`config.mk`:
```
export PLATFORM = sky130hd
export DESIGN_NAME = sram_store_writer
export DESIGN_NICKNAME = d
export VERILOG_FILES = /design/src/rtl/sram_pkg.sv /design/src/rtl/sram_store_narrow.sv /design/src/rtl/sram_store_writer.sv
export SDC_FILE = /design/constraint.sdc
export NUM_CORES = 1
export LEC_CHECK = 0
export ABC_AREA = 0
export BUFFER_PORTS_ARGS = -buffer_cell sky130_fd_sc_hd__buf_4
export CAP_MARGIN = 20
export CORE_ASPECT_RATIO = 0.6
export CORE_MARGIN = 3
export CORE_UTILIZATION = 43
export CTS_BUF_LIST = sky130_fd_sc_hd__clkbuf_4 sky130_fd_sc_hd__clkbuf_8
export CTS_CLUSTER_DIAMETER = 40
export DETAILED_ROUTE_END_ITERATION = 16
export GPL_TIMING_DRIVEN = 1
export PLACE_DENSITY = 0.64
export SYNTH_ARGS = -nofsm -noshare
export SYNTH_HDL_FRONTEND = slang
export SYNTH_HIERARCHICAL = 1
export SYNTH_SLANG_ARGS = --single-unit
```
`constraint.sdc`:
```
create_clock -name clk -period 2.1 [get_ports clk]
set_input_delay 0.105 -clock clk [delete_from_list [all_inputs] [get_ports clk]]
set_output_delay 0.105 -clock clk [all_outputs]
set_load 0.02 [all_outputs]
```
`src/rtl/sram_pkg.sv`:
```
// Shared data-memory region map and writer types, used by both the read-side
// extender and the store writer so both decode regions identically.
package sram_pkg;

    localparam int ADDR_W         = 11;
    localparam int SRAM_W         = 16;
    localparam int DATA_W         = 32;
    localparam int SIGNED_LIMIT   = 5;
    localparam int UNSIGNED_LIMIT = 9;

    typedef enum logic [1:0] {
        REG_SIGNED,
        REG_UNSIGNED,
        REG_WORD
    } regionT;

    typedef enum logic [1:0] {
        IDLE,
        WR_LO,
        WR_HI,
        FAULT
    } writerStateT;

endpackage

```
`src/rtl/sram_store_narrow.sv`:
```
// Combinational region decode plus the overflow and fault predicates for one
// store request. Also usable on its own as a reference for the region map.
module sram_store_narrow
    import sram_pkg::*;
(
    input  logic [ADDR_W-1:0] addr,
    input  logic [DATA_W-1:0] data,
    output regionT            region,
    output logic              overflow,
    output logic              fault
);

    logic [DATA_W-SRAM_W:0]   signedTop;
    logic [DATA_W-SRAM_W-1:0] unsignedTop;

    assign signedTop   = data[DATA_W-1:SRAM_W-1];
    assign unsignedTop = data[DATA_W-1:SRAM_W];

    always_comb begin
        region = REG_WORD;
        if (addr < ADDR_W'(SIGNED_LIMIT)) begin
            region = REG_SIGNED;
        end else if (addr < ADDR_W'(UNSIGNED_LIMIT)) begin
            region = REG_UNSIGNED;
        end
    end

    // A signed halfword fits only if the discarded bits all repeat bit 15.
    always_comb begin
        overflow = 1'b0;
        case (region)
            REG_SIGNED:   overflow = !((&signedTop) || (~|signedTop));
            REG_UNSIGNED: overflow = |unsignedTop;
            default:      overflow = 1'b0;
        endcase
    end

    // The high half of a word at the top address would fall off the SRAM.
    assign fault = (region == REG_WORD) && (&addr);

endmodule

```
`src/rtl/sram_store_writer.sv`:
```
// Turns 32-bit MEM-stage stores into one or two 16-bit SRAM write cycles,
// narrowing by region and flagging overflow or rejected word stores.
//
// state | meaning
// IDLE  | ready for a request, no SRAM cycle
// WR_LO | writing low halfword (the only write for halfword regions)
// WR_HI | writing high halfword of a word store at addr+1
// FAULT | word store at the top address rejected, done+error, no write
module sram_store_writer
    import sram_pkg::*;
(
    input  logic              clk,
    input  logic              reset,
    input  logic              store_valid,
    output logic              store_ready,
    input  logic [ADDR_W-1:0] store_addr,
    input  logic [DATA_W-1:0] store_data,
    output logic              sram_we,
    output logic [ADDR_W-1:0] sram_addr,
    output logic [SRAM_W-1:0] sram_wdata,
    output logic              done,
    output logic              overflow,
    output logic              error
);

    writerStateT       state;
    regionT            regionReg;
    logic [ADDR_W-1:0] addrReg;
    logic [SRAM_W-1:0] dataHiReg;

    regionT            reqRegion;
    logic              reqOverflow;
    logic              reqFault;
    logic              accept;

    sram_store_narrow uNarrow (
        .addr     (store_addr),
        .data     (store_data),
        .region   (reqRegion),
        .overflow (reqOverflow),
        .fault    (reqFault)
    );

    assign accept = store_valid && store_ready;

    // Outputs are registered alongside the state, so each one already holds
    // the value for the state being entered.
    always_ff @(posedge clk or posedge reset) begin
        if (reset) begin
            state       <= IDLE;
            regionReg   <= REG_SIGNED;
            addrReg     <= '0;
            dataHiReg   <= '0;
            store_ready <= 1'b1;
            sram_we     <= 1'b0;
            sram_addr   <= '0;
            sram_wdata  <= '0;
            done        <= 1'b0;
            overflow    <= 1'b0;
            error       <= 1'b0;
        end else begin
            case (state)
                IDLE: begin
                    if (accept) begin
                        regionReg   <= reqRegion;
                        addrReg     <= store_addr;
                        dataHiReg   <= store_data[DATA_W-1:SRAM_W];
                        store_ready <= 1'b0;
                        if (reqFault) begin
                            state <= FAULT;
                            done  <= 1'b1;
                            error <= 1'b1;
                        end else begin
                            state      <= WR_LO;
                            sram_we    <= 1'b1;
                            sram_addr  <= store_addr;
                            sram_wdata <= store_data[SRAM_W-1:0];
                            done       <= (reqRegion != REG_WORD);
                            overflow   <= reqOverflow;
                        end
                    end
                end
                WR_LO: begin
                    if (regionReg == REG_WORD) begin
                        state      <= WR_HI;
                        sram_we    <= 1'b1;
                        sram_addr  <= addrReg + ADDR_W'(1);
                        sram_wdata <= dataHiReg;
                        done       <= 1'b1;
                        overflow   <= 1'b0;
                    end else begin
                        state       <= IDLE;
                        store_ready <= 1'b1;
                        sram_we     <= 1'b0;
                        sram_addr   <= '0;
                        sram_wdata  <= '0;
                        done        <= 1'b0;
                        overflow    <= 1'b0;
                    end
                end
                default: begin
                    state       <= IDLE;
                    store_ready <= 1'b1;
                    sram_we     <= 1'b0;
                    sram_addr   <= '0;
                    sram_wdata  <= '0;
                    done        <= 1'b0;
                    overflow    <= 1'b0;
                    error       <= 1'b0;
                end
            endcase
        end
    end

endmodule

```
==> flow_metrics.env, run 1 <==
export IMPL_clk_path_buf_depth=2
export IMPL_cp_required_ps=2320
export IMPL_cp_data_arrival_time_ps=2060
export IMPL_p_leak_nw=1.902
export IMPL_multiInputGateArea_mm2=0.001461
export IMPL_path_delay_family="simple AND/OR/NAND/NOR gates"
export IMPL_drive_gt1_frac=0.4142
export IMPL_synth_nets=319
export IMPL_worstMarginPinSlew_ps=485.0
export IMPL_max_stage_delay_ps=540
export IMPL_crit_buf_inv=1
export IMPL_cap_viol_max_count=0
export IMPL_cts_buffers=9
export IMPL_grt_pass1_wl_um=13050
export IMPL_fin_crit_ps=1838
export IMPL_critical_path_class="flip-flop to flip-flop"
export IMPL_fin_worst_skew_ps=13.09
export IMPL_vias_per_cell=5.599
export IMPL_yosys_top_cells_area="dfrtp_1 (49%), mux2_4 (13%), a22oi_1 (4.3%)"
export IMPL_max_freq_mhz=544.0
export IMPL_worst_hold_path_num_cells=2
export IMPL_io_pin_count=78
export IMPL_synth_main_ff_cell="dfrtp_1"
export IMPL_rsz0062_at_grt="false"
export IMPL_p_per_area_mw_per_mm2=1546
export IMPL_first_iter_violations=199
export IMPL_seq_area_mm2=0.001578
export IMPL_die_width_um=116.7
export IMPL_synth_cell_types=50
export IMPL_timing_hold_ws_ps=18.34
export IMPL_crit_path_top_delay_cell="dfrtp_1"
export IMPL_nets=409
export IMPL_path_cells="nor2_2, and3_4, buf_4, mux2_4"
export IMPL_num_rows=23
export IMPL_relSlewSlack=0.6742
export IMPL_cp_startpoint="state[0]$_DFFE_PP0N_"
export IMPL_post_route_period_util=0.8754
export IMPL_die_area_mm2=0.008451
export IMPL_gp_congestion=0.8864
export IMPL_clk_pin_slew_ps=80
export IMPL_initial_core_util=0.4578
export IMPL_routed_wl_met3_um=760
export IMPL_hpwl_um=5993
export IMPL_grt_overflow=0
export IMPL_met1Wirelength_um=4193
export IMPL_hp_class="primary input to flip-flop"
export IMPL_ys_warn_count=6
export IMPL_portBuffers=77
export IMPL_start_kind="flip-flop"
export IMPL_yosysTopAreaCell="dfrtp_1"
export IMPL_syn_instance_count=272
export IMPL_grt_start_max_net_pins=64
export IMPL_grt_pass1_vias=2457
export IMPL_clock_sinks=63
export IMPL_core_area_mm2=0.006907
export IMPL_max_vdd_ir_drop_mv=0.7032
export IMPL_vias=2542
export IMPL_drt_first_pass_iters=5
export IMPL_setup_viol=0
export IMPL_syn_cell_area_mm2=0.003162
export IMPL_fillers=568
export IMPL_cts_tree="built"
export IMPL_worstReg2RegStart="state[0]$_DFFE_PP0N_"
export IMPL_post_cts_setup_buffers=0
export IMPL_ys_seq_area_frac=0.4990
export IMPL_ant_nets=0
export IMPL_avgSynthCellArea_um2=11.62
export IMPL_grt_total_usage=0.2042
export IMPL_antenna_found_initial=0
export IMPL_wl_met2_um=3329
export IMPL_synth_edf_count=0
export IMPL_worst_path_max_fanout=13
export IMPL_synth_seq_cells=63
export IMPL_synth_top_area_share=0.4907
export IMPL_routed_wl_um=8338
export IMPL_reg2reg_depth=4
export IMPL_setup_tns_final_ps=0
export IMPL_hold_violations=0
export IMPL_cp_end_kind="flip-flop"
export IMPL_drc=0
export IMPL_outcome="complete, no violations"
export IMPL_wl_per_cell_um=18.37
export IMPL_root_buffer="clkbuf_8"
export IMPL_postSynth_asyncResetShare=1.000
export IMPL_slew_violations=0
export IMPL_die_h_um=72.42
export IMPL_num_antenna_cells=0
export IMPL_clk_latency_ps=340
export IMPL_total_power_mw=6.426
export IMPL_path_depth=4
export IMPL_top_layer="met4"
export IMPL_cts_max_level=3
export IMPL_syn_to_final_growth_pct=31.42
export IMPL_hp_start="store_data[19]"
-- sequential cells by signal, indices dropped and copies added, names as in the netlist --
signal       cells
dataHiReg       16
sram_wdata      16
addrReg         11
sram_addr       11
regionReg        2
state            2
done             1
error            1
overflow         1
sram_we          1
store_ready      1
-- worst register-to-register path, stage by stage (launching register included) --
cell and delay (ps):
dfrtp_1 540, nor2_2 260, and3_4 370, buf_4 240, mux2_4 310
-- per-stage QoR --
| stage | util | cells | instance area [um2] | worst slack (ps) |
|---|---|---|---|---|
| after global placement | 0.5601 | 432 | 3869 | 297.4 |
| after CTS | 0.5987 | 452 | 4135 | 267.0 |
| after floorplan | - | 272 | 3162 | 426.9 |
| final | 0.6016 | 454 | 4155 | 261.7 |
| after global routing | 0.6016 | 454 | 4155 | 164.6 |
| after detailed placement | 0.5601 | 432 | 3869 | 288.0 |
-- metal layers --
layer	up-vias	track usage
li1	1196	-
met1	1233	0.3167
met2	107	0.2653
met3	6	0.07250
met4	0	0.05598
met5	-	0
-- cells in the final DEF (no fill, tap or decap), types with 2 or more instances in the layout --
master	count
nor3_1	7
o21ai_2	9
mux2_4	27
inv_1	2
a211o_1	3
buf_4	86
o21ai_1	16
dlygate4sd3_1	6
bufinv_16	2
nor2_1	4
nand4_1	9
xnor2_1	3
nand2_1	31
o21ai_0	6
clkbuf_8	10
dfrtp_1	62
mux2_1	2
a22oi_1	18
nand3_1	7
a21oi_1	8
xor2_1	5
nor4_1	5
a221o_1	2
buf_12	3
mux2i_1	2
inv_2	2
a211oi_1	2
-- final timing paths --
path                                            endpoint  slack [ps]
worst max-delay path            dataHiReg[5]$_DFFE_PP0P_         260
worst min-delay path            dataHiReg[3]$_DFFE_PP0P_          20
worst max register to register  dataHiReg[5]$_DFFE_PP0P_         260
worst min register to register  sram_addr[0]$_DFFE_PP0P_         490
max in group asynchronous        store_ready$_DFFE_PP1P_        1400
min in group asynchronous         addrReg[7]$_DFFE_PP0P_         390
-- final cells by class --
cell class | count | area share
Clock buffer | 11 | 0.03493
Multi-Input combinational cell | 189 | 0.3517
Tap cell | 87 | 0.02620
Sequential cell | 63 | 0.3797
Clock inverter | 5 | 0.01957
Inverter | 4 | 0.003613
Timing Repair Buffer | 95 | 0.1843
-- synth_stat cells, types with 2 or more instances --
cell type and n:
nand3_1 7, nand2_1 31, nor3_1 7, nor4_1 5
a211oi_1 2, clkbuf_1 3, nand4_1 9, o21ai_0 6
o21ai_2 9, inv_1 3, a22oi_1 18, dfrtp_1 62
o21ai_1 16, mux2i_1 2, buf_6 6, a221o_1 2
nor2_1 4, xor2_1 5, a211o_1 3, a21oi_1 8
xnor2_1 3, mux2_1 2, buf_2 6, mux2_4 27
-- power by group --
group	internal [mW]	switching, mW
clock network	0.714	0.493
logic	1.47	1.49
registers	1.79	0.472
-- cells by family (layout without fill, tap and decap cells) --
| logic type | after synthesis | after routing | synth area share |
|---|---|---|---|
| AOI/OAI and AO/OA | 69 | 69 | 0.1488 |
| xor gates and xnor gates | 8 | 8 | 0.02216 |
| adders and majority gates | 1 | 1 | 0.003957 |
| buffers and inverters | 20 | 115 | 0.04155 |
| DFF | 63 | 63 | 0.4990 |
| muxes | 31 | 31 | 0.1417 |
| and+or+nand+nor | 80 | 80 | 0.1429 |
-- timing repair --
action | CTS | global route
gates resized for setup | 0 | 0
endpoints found under the hold margin | 65 | 2
setup endpoints to repair | 0 | 0
hold buffers | 4 | 2
(Power assumes the default switching activity.)
==> run 2, diff against run 1 <==
- GPL_TIMING_DRIVEN: 1 -> 0
- SETUP_SLACK_MARGIN: unset -> 0.3
==> run 2 against run 1 <==
Count of clock-buffer cells in the layout did not move. Setup slack better by 150 ps. Critical path depth grew 2. Wire length grew 1.9%. Cell count unchanged. Global-route usage is 0.72 points higher. Register-to-register slack better by 150 ps. Maximum frequency rose by 8.7%. Clock power is 3% lower. Flip-flop and latch count stayed put. Critical path type unchanged. Critical endpoint is now sram_wdata[14]$_DFFE_PP0P_. Largest power group unchanged. Highest routed layer unchanged.
==> flow_metrics.env, run 2 (synthesis results as in run 1) <==
export IMPL_fin_crit_ps=1691
export IMPL_placed_cell_area_mm2=0.003869
export IMPL_antenna_found_initial=0
export IMPL_final_cell_mix="buf_4 (78), dfrtp_1 (62), nand2_1 (31)"
export IMPL_grt_pass1_wl_um=13590
export IMPL_grt_total_usage=0.2114
export IMPL_cp_data_arrival_time_ps=1960
export IMPL_drc=0
export IMPL_relSlewSlack=0.5528
export IMPL_num_antenna_cells=0
export IMPL_vias_per_cell=5.564
export IMPL_cp_required_ps=2370
export IMPL_hp_start="store_data[20]"
export IMPL_grt_start_max_net_pins=43
export IMPL_worst_path_max_fanout=10
export IMPL_hpwl_um=6299
export IMPL_cp_startpoint="store_ready$_DFFE_PP1P_"
export IMPL_worst_slack_ps=408.6
export IMPL_die_h_um=72.42
export IMPL_critical_path_class="flip-flop to flip-flop"
export IMPL_p_per_area_mw_per_mm2=1551
export IMPL_root_buffer="clkbuf_8"
export IMPL_cts_max_level=3
export IMPL_cts_buffers=9
export IMPL_setup_tns_final_ps=0
export IMPL_io_pin_count=78
export IMPL_routed_wl_um=8496
export IMPL_clk_latency_ps=340
export IMPL_fin_area_mm2=0.004120
export IMPL_clk_pin_slew_ps=70
export IMPL_ant_nets=0
export IMPL_core_area_mm2=0.006907
export IMPL_first_iter_violations=243
export IMPL_max_vdd_ir_drop_mv=0.5906
export IMPL_slew_violations=0
export IMPL_initial_core_util=0.4578
export IMPL_rsz0062_at_grt="false"
export IMPL_syn_to_final_growth_pct=30.31
export IMPL_grt_overflow=0
export IMPL_grt_pass1_vias=2577
export IMPL_fin_worst_skew_ps=8.537
export IMPL_num_rows=23
export IMPL_vias=2526
export IMPL_worstReg2RegStart="store_ready$_DFFE_PP1P_"
export IMPL_start_kind="flip-flop"
export IMPL_final_common_cell="buf_4"
export IMPL_post_place_ws_ps=6.620
export IMPL_nets=410
export IMPL_gp_congestion=0.9014
export IMPL_die_area_mm2=0.008451
export IMPL_cp_end_kind="flip-flop"
export IMPL_drt_first_pass_iters=4
export IMPL_max_freq_mhz=591.2
export IMPL_p_leak_nw=1.887
export IMPL_post_route_period_util=0.8054
export IMPL_hold_violations=0
export IMPL_clk_path_buf_depth=2
export IMPL_setup_viol=0
export IMPL_clock_sinks=63
export IMPL_cts_tree="built"
export IMPL_wl_per_cell_um=18.71
export IMPL_hp_class="primary input to flip-flop"
export IMPL_outcome="complete, no violations"
export IMPL_top_regs="dataHiReg x16, sram_wdata x16"
export IMPL_die_width_um=116.7
export IMPL_timing_hold_ws_ps=13.38
export IMPL_cap_viol_max_count=0
export IMPL_drive_gt1_frac=0.4223
export IMPL_portBuffers=77
export IMPL_post_cts_setup_buffers=0
export IMPL_worstMarginPinSlew_ps=670.8
==> run 2: changes by cell type in the layout (fill, tap and decap cells not counted), sizes merged <==
| cell | before | now |
|---|---|---|
| dlygate4sd3 | 6 | 2 |
| clkbuf | 11 | 14 |
| buf | 89 | 91 |
| clkinvlp | 1 | 0 |
==> run 2: per-layer routing <==
metal / global-route usage / vias to the layer above / part of all wire
met5: 0 / - / 0
met4: 0.04835 / 0 / 0.0089
met3: 0.07167 / 9 / 0.089
met2: 0.2810 / 100 / 0.41
met1: 0.3285 / 1223 / 0.49
li1: - / 1194 / -
==> run 2: final cells by class <==
class                           count  area, um2
Fill cell                         604       2786
Sequential cell                    63       1578
Multi-Input combinational cell    189       1469
Timing Repair Buffer               80      618.1
Clock buffer                       11      145.1
Buffer                             16      116.4
Tap cell                           87      108.9
Clock inverter                      4      70.07
Inverter                            4      15.01
==> run 2: path summary, 6_finish.rpt <==
path	end	slack, ps	cells after the start
max reg2reg	sram_wdata[14]$_DFFE_PP0P_	410	6
max in group asynchronous	overflow$_DFFE_PP0P_	1160	4
min reg2reg	sram_wdata[9]$_DFFE_PP0P_	490	2
max	sram_wdata[14]$_DFFE_PP0P_	410	6
min in group asynchronous	regionReg[1]$_DFFE_PP0P_	360	3
min	dataHiReg[4]$_DFFE_PP0P_	10	2
==> run 2: worst max-delay path, stage by stage, from the launching register on <==
cell      delay (ps)
dfstp_2          600
nand3b_2         260
nand2_1          230
nand2b_1          90
buf_6            150
buf_6            160
o21ai_2          130
==> run 2: stage by stage <==
| step | total power, mW | instances | util |
|---|---|---|---|
| 6_report | 6.389 | 454 | 0.5966 |
| 5_1_grt | 6.788 | 454 | 0.5966 |
| 3_5_place_dp | 5.226 | 437 | 0.5601 |
| 3_3_place_gp | 5.147 | 436 | 0.5572 |
| 2_1_floorplan | 4.209 | 272 | - |
| 4_1_cts | 6.409 | 454 | 0.5942 |
==> run 2: power breakdown <==
part           internal (mW)  total, mW  switching [mW]
registers               1.79       2.24           0.447
logic                   1.45       2.98            1.53
clock network          0.704       1.17           0.465
==> run 2: timing repair <==
action                                  4_1_cts  5_1_grt
resized for setup                             0        3
hold endpoints to repair                     21        0
endpoints found under the setup margin        0       12
hold buffers                                  2        0
==> run 3, diff against run 2 <==
- ABC_AREA: 0 -> 1
- PLACE_DENSITY: 0.64 -> 0.66
- clock period: 2.1 -> 1.5 ns (I/O delays scaled with it)
==> run 3 against run 2 <==
Register-to-register slack got worse by 290 ps. Hold slack improved by 0.74 ps. Largest power group unchanged. Clock power rose by 49%. Design area rose by 27%. Core utilization rose by 15 points. Via count rose by 37%. Maximum frequency rose by 22%. Count of clock-buffer cells in the layout fell by 1.
==> flow_metrics.env, run 3 <==
export IMPL_cts_tree="built"
export IMPL_post_route_period_util=0.9224
export IMPL_grt_total_usage=0.2425
export IMPL_grt_pass1_vias=3172
export IMPL_outcome="complete, no violations"
export IMPL_die_area_mm2=0.008583
export IMPL_first_iter_violations=304
export IMPL_wl_per_cell_um=17.01
export IMPL_hpwl_um=6706
export IMPL_worst_path_max_fanout=8
export IMPL_syn_cell_area_mm2=0.003214
export IMPL_placed_cells=593
export IMPL_synth_nets=462
export IMPL_synthTopCellsByCount="nand2_1 (176), dfrtp_1 (62), inv_1 (33), nor2_1 (30), o21ai_0 (28)"
export IMPL_yosys_top_cells_area="dfrtp_1 (48%), nand2_1 (21%), o21ai_0 (4.4%)"
export IMPL_num_rows=23
export IMPL_drc=0
export IMPL_p_per_area_mw_per_mm2=1990
export IMPL_die_h_um=72.97
export IMPL_root_buffer="clkbuf_8"
export IMPL_routed_wl_um=11180
export IMPL_clock_power_share=0.167
export IMPL_synth_top_area_share=0.4827
export IMPL_final_common_cell="nand2_1"
export IMPL_p_int_mw=5.979
export IMPL_p_seq_frac=0.299
export IMPL_fin_worst_skew_ps=16.25
export IMPL_synth_seq_cells=63
export IMPL_yosys_area_share_xor_xnor=0.002725
export IMPL_cp_end_kind="flip-flop"
export IMPL_final_cell_count_no_fill=657
export IMPL_drive_gt1_frac=0.4219
export IMPL_vias=3473
export IMPL_synth_cell_types=29
export IMPL_synth_adder_area_share=0.003893
export IMPL_clk_latency_ps=360
export IMPL_max_freq_mhz=722.8
export IMPL_avgSynthCellArea_um2=7.745
export IMPL_core_area_mm2=0.006964
export IMPL_max_vdd_ir_drop_mv=0.8275
export IMPL_post_route_util=0.7506
export IMPL_hold_violations=0
export IMPL_pwr_share_comb=0.534
export IMPL_ys_seq_area_frac=0.4909
export IMPL_relSlewSlack=0.4967
export IMPL_worstMarginPinSlew_ps=749.1
export IMPL_cts_buffers=9
export IMPL_drt_first_pass_iters=5
export IMPL_total_power_mw=10.40
export IMPL_p_sw_frac=0.4252
export IMPL_antenna_found_initial=0
export IMPL_grt_start_max_net_pins=39
export IMPL_yosysTopAreaCell="dfrtp_1"
export IMPL_clk_path_buf_depth=2
export IMPL_p_leak_nw=2.585
export IMPL_placed_cell_area_mm2=0.003963
export IMPL_slew_violations=0
export IMPL_synth_edf_count=0
export IMPL_ant_nets=0
export IMPL_cap_viol_max_count=0
export IMPL_fillers=497
export IMPL_clock_sinks=63
export IMPL_rsz0062_at_grt="true"
export IMPL_synth_simple_area_share=0.3040
export IMPL_gp_congestion=0.8839
export IMPL_die_width_um=117.6
export IMPL_hp_class="primary input to flip-flop"
export IMPL_fin_crit_ps=1384
export IMPL_cp_data_arrival_time_ps=1660
export IMPL_nets=599
export IMPL_cts_max_level=3
export IMPL_syn_to_final_growth_pct=62.63
export IMPL_switchingPower_mw=4.424
export IMPL_synth_compound_area_share=0.1105
export IMPL_top_regs="dataHiReg x16, sram_wdata x16"
export IMPL_synth_main_ff_cell="dfrtp_1"
export IMPL_syn_instance_count=415
export IMPL_start_kind="flip-flop"
export IMPL_num_antenna_cells=0
export IMPL_grt_pass1_wl_um=16260
export IMPL_synth_top_family_by_area="simple AND/OR/NAND/NOR gates"
export IMPL_post_synth_top_count_cell="nand2_1"
export IMPL_setup_viol=0
export IMPL_ys_warn_count=6
export IMPL_fin_area_mm2=0.005228
export IMPL_portBuffers=77
export IMPL_synth_mux_area_frac=0
export IMPL_postSynth_asyncResetShare=1.000
export IMPL_io_pin_count=78
export IMPL_grt_overflow=0
export IMPL_clk_pin_slew_ps=80
export IMPL_cp_required_ps=1780
export IMPL_setup_tns_final_ps=0
export IMPL_final_cell_mix="nand2_1 (130), buf_4 (83), dfrtp_1 (58)"
export IMPL_initial_core_util=0.4616
export IMPL_vias_per_cell=5.286
export IMPL_critical_path_class="flip-flop to flip-flop"
run 3: cell count changes after synthesis, sizes merged, moves of 4 or more:
| cell | before | now |
|---|---|---|
| o21ai | 31 | 45 |
| a21oi | 8 | 3 |
| nand4 | 9 | 5 |
| nand3 | 7 | 19 |
| nor2 | 5 | 33 |
| nor3 | 8 | 2 |
| xor2 | 5 | 0 |
| inv | 4 | 36 |
| nor4 | 6 | 0 |
| mux2 | 29 | 0 |
| a22oi | 18 | 11 |
| nand2 | 31 | 179 |
run 3: path summary, 6_finish.rpt:
kind	slack, ps	endpoint	from	cells after the start
setup reg to reg	120	regionReg[0]$_DFFE_PP0P_	state[0]$_DFFE_PP0N_	7
hold / removal	10	sram_wdata[11]$_DFFE_PP0P_	store_data[11]	3
max in group asynchronous	550	addrReg[2]$_DFFE_PP0P_	reset	4
setup / recovery	120	regionReg[0]$_DFFE_PP0P_	state[0]$_DFFE_PP0N_	7
min in group asynchronous	340	error$_DFFE_PP0P_	reset	3
hold reg to reg	470	sram_wdata[0]$_DFFE_PP0P_	sram_wdata[0]$_DFFE_PP0P_	2
run 3: final cells by class:
| cell class | instances | area (um2) | area share |
|---|---|---|---|
| plain buffers | 15 | 201.4 | 0.03854 |
| clock buffers | 10 | 137.6 | 0.02633 |
| clock inverters | 6 | 91.34 | 0.01747 |
| inverters | 36 | 161.4 | 0.03088 |
| multi-input cells | 301 | 1747 | 0.3341 |
| flip-flops and latches | 63 | 1583 | 0.3028 |
| well taps | 100 | 125.1 | 0.02393 |
| repair buffers | 125 | 1177 | 0.2252 |
| repair inverters | 1 | 3.754 | 0.0007180 |
run 3: cell families after synthesis:
family	after synthesis
XOR/XNOR	1
adder cells (fa/ha/maj)	1
AO/OA/AOI/OAI	61
buffers and inverters	51
flip-flops	63
AND/OR/NAND/NOR	238
run 3: critical path: stages (launching register included):
cell and delay (ps):
dfrtp_2 470, nor2_4 250, nand2_4 120, clkinv_8 120, buf_12 120, buf_16 110, nand2_2 40, o21ai_1 80
run 3: per-stage QoR:
step                hold WS (ps)  worst slack [ps]
floorplan                  184.6             144.3
detailed placement         176.4            -54.97
finish                     14.12             116.5
global placement           291.0            -43.78
global route               6.143             66.30
CTS                        9.552             191.5
run 3: per-layer routing:
layer	global-route usage	wire, um	up-vias
li1	-	-	1597
met1	0.3556	4954	1665
met2	0.3569	4968	181
met3	0.07436	1012	30
met4	0.04935	241	0
met5	0	0	-
run 3: power by group through the flow:
stage               Clock (mW)  Combinational, mW  Sequential, mW
finish                    1.74               5.55            3.11
global route              1.84               5.98            3.19
floorplan                    0               2.11            3.35
detailed placement           0               3.91            2.98
CTS                       1.75               4.70            3.00
global placement             0               3.82            2.96
run 3: repair_timing:
item                                    CTS  global route
endpoints found under the setup margin   58            62
pin swaps                                20            35
hold endpoints to repair                 47             2
resized for setup                        44           124
setup buffers                            13             2
gates cloned                              5             2
hold buffers                             24             2
